`config.mk`:
```
export PLATFORM = sky130hd
export DESIGN_NAME = spi_rr_master
export DESIGN_NICKNAME = d
export VERILOG_FILES = /design/src/rtl/spi_pkg.sv /design/src/rtl/spi_rr_arbiter.sv /design/src/rtl/spi_rr_master.sv
export SDC_FILE = /design/constraint.sdc
export NUM_CORES = 1
export LEC_CHECK = 0
export ABC_AREA = 1
export CAP_MARGIN = 5
export CORE_MARGIN = 4
export CORE_UTILIZATION = 43
export DETAILED_ROUTE_END_ITERATION = 10
export GPL_ROUTABILITY_DRIVEN = 0
export HOLD_SLACK_MARGIN = 0.1
export PLACE_DENSITY_LB_ADDON = 0.1
export SLEW_MARGIN = 10
export SYNTH_ARGS = -nofsm -noshare
export SYNTH_HDL_FRONTEND = slang
export SYNTH_HIERARCHICAL = 1
export SYNTH_SLANG_ARGS = --single-unit
```
`constraint.sdc`:
```
create_clock -name clk -period 2.4 [get_ports clk]
set_input_delay 0.48 -clock clk [delete_from_list [all_inputs] [get_ports clk]]
set_output_delay 0.48 -clock clk [all_outputs]
set_load 0.005 [all_outputs]
```
`src/rtl/spi_pkg.sv`:
```
// rtl/spi_pkg.sv - shared state type and parameter defaults for the round-robin SPI master
package spi_pkg;

    typedef enum logic [1:0] {
        S_IDLE,
        S_START,
        S_XFER,
        S_STOP
    } spi_state_t;

    localparam int SPI_DATA_W  = 8;
    localparam int SPI_CLK_DIV = 4;

endpackage

```
`src/rtl/spi_rr_arbiter.sv`:
```
// rtl/spi_rr_arbiter.sv - combinational rotate-priority arbiter
//   req    : per-requester request vector
//   last   : index of the previous winner; the search starts at last+1
//   winner : one-hot grant candidate (zero when no request)
//   valid  : at least one request is pending
module spi_rr_arbiter
    import spi_pkg::*;
#(
    parameter  int NUM_REQ = 4,
    localparam int PTR_W   = $clog2(NUM_REQ)
) (
    input  logic [NUM_REQ-1:0] req,
    input  logic [PTR_W-1:0]   last,
    output logic [NUM_REQ-1:0] winner,
    output logic               valid
);

    // Outer loop walks priority order last+1, last+2, ...; inner loop maps
    // that position back to a requester index so every index stays constant.
    always_comb begin
        winner = '0;
        valid  = 1'b0;
        for (int off = 1; off <= NUM_REQ; off++) begin
            for (int i = 0; i < NUM_REQ; i++) begin
                if (!valid && req[i] && (((int'(last) + off) % NUM_REQ) == i)) begin
                    winner[i] = 1'b1;
                    valid     = 1'b1;
                end
            end
        end
    end

endmodule

```
`src/rtl/spi_rr_master.sv`:
```
// rtl/spi_rr_master.sv - round-robin SPI mode-0 master shared by NUM_REQ requesters
//   clk, rst : system clock, synchronous active-high reset
//   req      : per-requester transfer request (level)
//   tx_data  : flat tx bytes, requester i at [i*DATA_W +: DATA_W], sampled at grant
//   gnt      : one-hot grant held for the whole transaction
//   done     : one-cycle pulse to the winner at the end of the transaction
//   rx_data  : captured byte, valid from done until the next done
//   busy     : controller not idle
//   sclk, cs_n, mosi, miso : SPI pins (sclk idles low, cs_n active low)
//   SPI_LOOPBACK_EN : when defined, bits are sampled from mosi instead of miso
module spi_rr_master
    import spi_pkg::*;
#(
    parameter int NUM_REQ = 4,
    parameter int DATA_W  = SPI_DATA_W,
    parameter int CLK_DIV = SPI_CLK_DIV
) (
    input  logic                      clk,
    input  logic                      rst,
    input  logic [NUM_REQ-1:0]        req,
    input  logic [NUM_REQ*DATA_W-1:0] tx_data,
    output logic [NUM_REQ-1:0]        gnt,
    output logic [NUM_REQ-1:0]        done,
    output logic [DATA_W-1:0]         rx_data,
    output logic                      busy,
    output logic                      sclk,
    output logic [NUM_REQ-1:0]        cs_n,
    output logic                      mosi,
    input  logic                      miso
);

    localparam int PTR_W = $clog2(NUM_REQ);
    localparam int DIV_W = $clog2(CLK_DIV + 1);
    localparam int BIT_W = $clog2(DATA_W + 1);

    localparam logic [DIV_W-1:0] DIV_LAST = DIV_W'(CLK_DIV - 1);
    localparam logic [BIT_W-1:0] BIT_LAST = BIT_W'(DATA_W - 1);
    localparam logic [PTR_W-1:0] PTR_INIT = PTR_W'(NUM_REQ - 1);

    spi_state_t         state, nxt_state;
    logic [DIV_W-1:0]   div_cnt, nxt_div;
    logic [BIT_W-1:0]   bit_cnt, nxt_bit;
    logic [DATA_W-1:0]  tx_sr, nxt_tx_sr;
    logic [DATA_W-1:0]  rx_sr, nxt_rx_sr;
    logic [PTR_W-1:0]   last, nxt_last;

    logic [NUM_REQ-1:0] nxt_gnt, nxt_done, nxt_cs_n;
    logic [DATA_W-1:0]  nxt_rx_data;
    logic               nxt_busy, nxt_sclk, nxt_mosi;

    logic [NUM_REQ-1:0] arb_winner;
    logic               arb_valid;
    logic               div_end;
    logic               sample_bit;

`ifdef SPI_LOOPBACK_EN
    assign sample_bit = mosi;
`else
    assign sample_bit = miso;
`endif

    spi_rr_arbiter #(
        .NUM_REQ (NUM_REQ)
    ) u_arbiter (
        .req    (req),
        .last   (last),
        .winner (arb_winner),
        .valid  (arb_valid)
    );

    assign div_end = (div_cnt == DIV_LAST);

    always_comb begin
        nxt_state   = state;
        nxt_div     = div_cnt;
        nxt_bit     = bit_cnt;
        nxt_tx_sr   = tx_sr;
        nxt_rx_sr   = rx_sr;
        nxt_last    = last;
        nxt_gnt     = gnt;
        nxt_done    = '0;
        nxt_rx_data = rx_data;
        nxt_sclk    = sclk;
        nxt_cs_n    = cs_n;
        nxt_mosi    = mosi;

        case (state)
            S_IDLE: begin
                if (arb_valid) begin
                    nxt_state = S_START;
                    nxt_div   = '0;
                    nxt_bit   = '0;
                    nxt_gnt   = arb_winner;
                    nxt_cs_n  = ~arb_winner;
                    for (int i = 0; i < NUM_REQ; i++) begin
                        if (arb_winner[i]) begin
                            nxt_last  = PTR_W'(i);
                            nxt_tx_sr = tx_data[i*DATA_W +: DATA_W];
                        end
                    end
                    nxt_mosi = nxt_tx_sr[DATA_W-1];
                end
            end

            S_START: begin
                if (div_end) begin
                    // Setup half done: first rising sclk edge samples bit 0.
                    nxt_state = S_XFER;
                    nxt_div   = '0;
                    nxt_bit   = '0;
                    nxt_sclk  = 1'b1;
                    nxt_rx_sr = DATA_W'({rx_sr, sample_bit});
                end else begin
                    nxt_div = div_cnt + 1'b1;
                end
            end

            S_XFER: begin
                if (!div_end) begin
                    nxt_div = div_cnt + 1'b1;
                end else begin
                    nxt_div = '0;
                    if (sclk) begin
                        // Falling edge: present the next bit.
                        nxt_sclk  = 1'b0;
                        nxt_tx_sr = {tx_sr[DATA_W-2:0], 1'b0};
                        nxt_mosi  = tx_sr[DATA_W-2];
                    end else if (bit_cnt == BIT_LAST) begin
                        nxt_state = S_STOP;
                        nxt_bit   = '0;
                        nxt_mosi  = 1'b0;
                    end else begin
                        // Rising edge: capture the next incoming bit.
                        nxt_sclk  = 1'b1;
                        nxt_bit   = bit_cnt + 1'b1;
                        nxt_rx_sr = DATA_W'({rx_sr, sample_bit});
                    end
                end
            end

            S_STOP: begin
                if (div_end) begin
                    nxt_state   = S_IDLE;
                    nxt_div     = '0;
                    nxt_cs_n    = '1;
                    nxt_gnt     = '0;
                    nxt_done    = gnt;
                    nxt_rx_data = rx_sr;
                end else begin
                    nxt_div = div_cnt + 1'b1;
                end
            end

            default: nxt_state = S_IDLE;
        endcase

        nxt_busy = (nxt_state != S_IDLE);
    end

    always_ff @(posedge clk) begin
        if (rst) begin
            state   <= S_IDLE;
            div_cnt <= '0;
            bit_cnt <= '0;
            tx_sr   <= '0;
            rx_sr   <= '0;
            last    <= PTR_INIT;
            gnt     <= '0;
            done    <= '0;
            rx_data <= '0;
            busy    <= 1'b0;
            sclk    <= 1'b0;
            cs_n    <= '1;
            mosi    <= 1'b0;
        end else begin
            state   <= nxt_state;
            div_cnt <= nxt_div;
            bit_cnt <= nxt_bit;
            tx_sr   <= nxt_tx_sr;
            rx_sr   <= nxt_rx_sr;
            last    <= nxt_last;
            gnt     <= nxt_gnt;
            done    <= nxt_done;
            rx_data <= nxt_rx_data;
            busy    <= nxt_busy;
            sclk    <= nxt_sclk;
            cs_n    <= nxt_cs_n;
            mosi    <= nxt_mosi;
        end
    end

endmodule

```
==> flow_metrics.env <==
export IMPL_status="finished, violations left"
export IMPL_violations="negative setup slack"
export IMPL_ys_top_cells_by_area="dfxtp_1 37%, nand2_1 11%, nand3_1 8.4%"
export IMPL_p_leak_nw=1.875
export IMPL_insertion_delay_ns=0.30
export IMPL_cts_tree="built"
export IMPL_die_area_mm2=0.007592
export IMPL_ys_types=32
export IMPL_viasPerCell=4.976
export IMPL_drt_wl_total_um=7676
export IMPL_core_area_mm2=0.005991
export IMPL_wl_met3_um=294
export IMPL_fin_ws_ns=-0.07216
export IMPL_final_util_pct=69.74
export IMPL_synth_common_cells="81 x nand2_1, 57 x inv_1, 50 x dfxtp_1, 50 x nor2_1, 45 x nand3_1"
export IMPL_start_util_pct=44.95
export IMPL_synth_most_common_cell="nand2_1"
export IMPL_syn_to_final_growth_pct=55.16
export IMPL_cp_max_fo=5
export IMPL_crit_path_top_delay_cell="dlygate4sd2_1"
export IMPL_dp_hpwl_um=5338
export IMPL_antennaDiodeCount=0
export IMPL_die_h_um=87.13
export IMPL_synth_seq_cells=50
export IMPL_cts_path_max_buffers=2
export IMPL_maxCapViolCount=0
export IMPL_crit_path_end_kind="register"
export IMPL_drt_iter0_drc=128
export IMPL_max_stage_delay_ns=0.27
export IMPL_path_clk_slew_ns=0.09
export IMPL_max_vdd_ir_drop_mv=0.6402
export IMPL_wl_per_cell_um=12.90
export IMPL_drive_gt1_share_pct=29.23
export IMPL_path_cells="dlygate4sd2_1 -> inv_1 -> nor2_4 -> nor3_4 -> nand4_2 -> nor2_4 -> nand4_4 -> nor2_4 -> nand4_1 -> nand2_2 -> buf_6 -> nor2_2 -> nand2_1 -> nand3_2 -> nor2_2 -> nor2_1 -> nor2_1 -> nor2_1"
export IMPL_vias=2961
export IMPL_arrival_ns=2.67
export IMPL_cp_required_ns=2.59
export IMPL_max_slew_worst_pin_slew_ns=0.5003
export IMPL_dr_pass1_iters=4
export IMPL_slew_headroom_pct=66.57
export IMPL_async_flop_share_pct=0
export IMPL_whs_ns=0.4518
export IMPL_synth_edf_count=0
export IMPL_synth_top_area_cell="dfxtp_1"
export IMPL_final_net_count=560
export IMPL_powerDensity_mw_per_mm2=1005
export IMPL_cts_hold_buf=0
export IMPL_min_period_ns=2.472
export IMPL_finalHoldViolCount=0
export IMPL_grt_setup_unrepaired="true"
export IMPL_startpoint_type="input pin"
export IMPL_grt_usage_pct=20.48
export IMPL_final_max_slew_viol_count=0
export IMPL_portBuffers=61
export IMPL_top_layer_used="met4"
export IMPL_cts_root_buf="clkbuf_8"
export IMPL_syn_nets=441
export IMPL_fmax_mhz=404.5
export IMPL_grt_max_degree=19
export IMPL_syn_area_mm2=0.002693
export IMPL_path_class="input pin to register"
export IMPL_yosysWarningCount=6
export IMPL_grt_ovfl_total=0
export IMPL_ys_flop_type="dfxtp_1"
export IMPL_grt_antenna_before_repair=0
export IMPL_die_x_um=87.13
export IMPL_htree_levels=2
export IMPL_grt_pass1_wl_um=12640
export IMPL_drcViolationCount=0
export IMPL_numClockSinks=50
export IMPL_hold_class="register to register"
export IMPL_grt_pass1_vias=2889
export IMPL_num_io_pins=62
export IMPL_finalCritPeriodShare_pct=103.0
export IMPL_setup_viol=9
export IMPL_netlist_instances=400
export IMPL_postRouteAntennaNets=0
export IMPL_synth_area_per_cell_um2=6.731
export IMPL_core_rowCount=28
export IMPL_numCtsBuffers=5
export IMPL_wl_met1_um=3395
export IMPL_finalClockSkew_ns=0.008077
export IMPL_wl_met2_um=3869
export IMPL_yosys_area_top_type_share_pct=37.17
export IMPL_synth_seq_area_share_pct=37.17
## sequential cells by signal, summed over array words and instances (netlist names), 3 cells and up
register / count
div_cnt: 3
gnt: 4
cs_n: 4
done: 4
tx_sr: 8
rx_data: 8
rx_sr: 8
bit_cnt: 4
## cells in the final DEF (no fill, tap or decap), drive strengths merged
master         instances
nand2                 88
buf                   60
inv                   60
nor2                  58
clkdlybuf4s50         57
dfxtp                 50
nand3                 48
o21ai                 31
a21oi                 28
nand4                  8
nor3                   6
or2                    5
clkbuf                 5
dlygate4sd2            4
ha                     2
bufinv                 2
o22ai                  2
a22oi                  1
o211ai                 1
a2111oi                1
clkinv                 1
a21boi                 1
o21bai                 1
## metrics by stage
step	worst slack, ns	cell area (um^2)	power [mW]	instances	setup TNS [ns]
2_1_floorplan	0.04444	2693	2.039	400	0
3_3_place_gp	-0.5201	3592	2.737	561	-8.984
3_5_place_dp	-0.5967	3592	2.758	561	-11.48
4_1_cts	-0.02265	3981	3.841	590	-0.08362
5_1_grt	-0.2685	4178	4.501	595	-2.131
6_report	-0.07216	4178	4.200	595	-0.2424
## where the power goes
part	leakage, nW	total [mW]	switching (mW)	internal (mW)
Clock	0.0683	0.693	0.276	0.417
Combinational	1.40	2.45	1.27	1.18
Sequential	0.408	1.05	0.0990	0.954
## what timing repair did
| item | in CTS | in global routing |
|---|---|---|
| gates resized for setup | 36 | 48 |
| cloned | 1 | 0 |
| buffers inserted | 20 | 5 |
| pin swaps | 15 | 26 |
| setup endpoints to repair | 20 | 24 |
## layer usage
metal / up-vias / global-route usage [%]
met5: - / 0
met4: 0 / 5.021
met2: 68 / 35.61
li1: 1528 / -
met1: 1351 / 26.50
met3: 14 / 3.217
## layout make-up
| class | count | area [um^2] |
|---|---|---|
| fillers | 488 | 1813 |
| flip-flops and latches | 50 | 1008 |
| repair buffers | 121 | 1079 |
| clock buffers | 5 | 68.82 |
| clock inverters | 3 | 68.82 |
| well taps | 75 | 93.84 |
| inverters | 60 | 230.2 |
| multi-input cells | 281 | 1629 |
## critical path, delay by kind of cell
family | cells | cell delay (ns)
buf+inv | 3 | 0.56
simple gates | 15 | 1.61
## cell families after synthesis
| family | share of synthesized area (%) |
|---|---|
| simple gates | 38.01 |
| compound gates | 13.29 |
| flops | 37.17 |
| fa+ha+maj | 0.9292 |
| buf+inv | 10.59 |
## path summary, 6_finish.rpt
kind / end / slack, ns / depth (start not counted) / startpoint
max reg2reg: tx_sr[2]$_SDFFE_PP0P_ / -0.06 / 18 / last[0]$_SDFFE_PP1P_
min: rx_sr[7]$_SDFFE_PP0P_ / 0.45 / 2 / rx_sr[7]$_SDFFE_PP0P_
max: tx_sr[2]$_SDFFE_PP0P_ / -0.07 / 18 / req[0]
min reg2reg: rx_sr[7]$_SDFFE_PP0P_ / 0.45 / 2 / rx_sr[7]$_SDFFE_PP0P_
No activity file was read; power rests on OpenSTA's default activity.
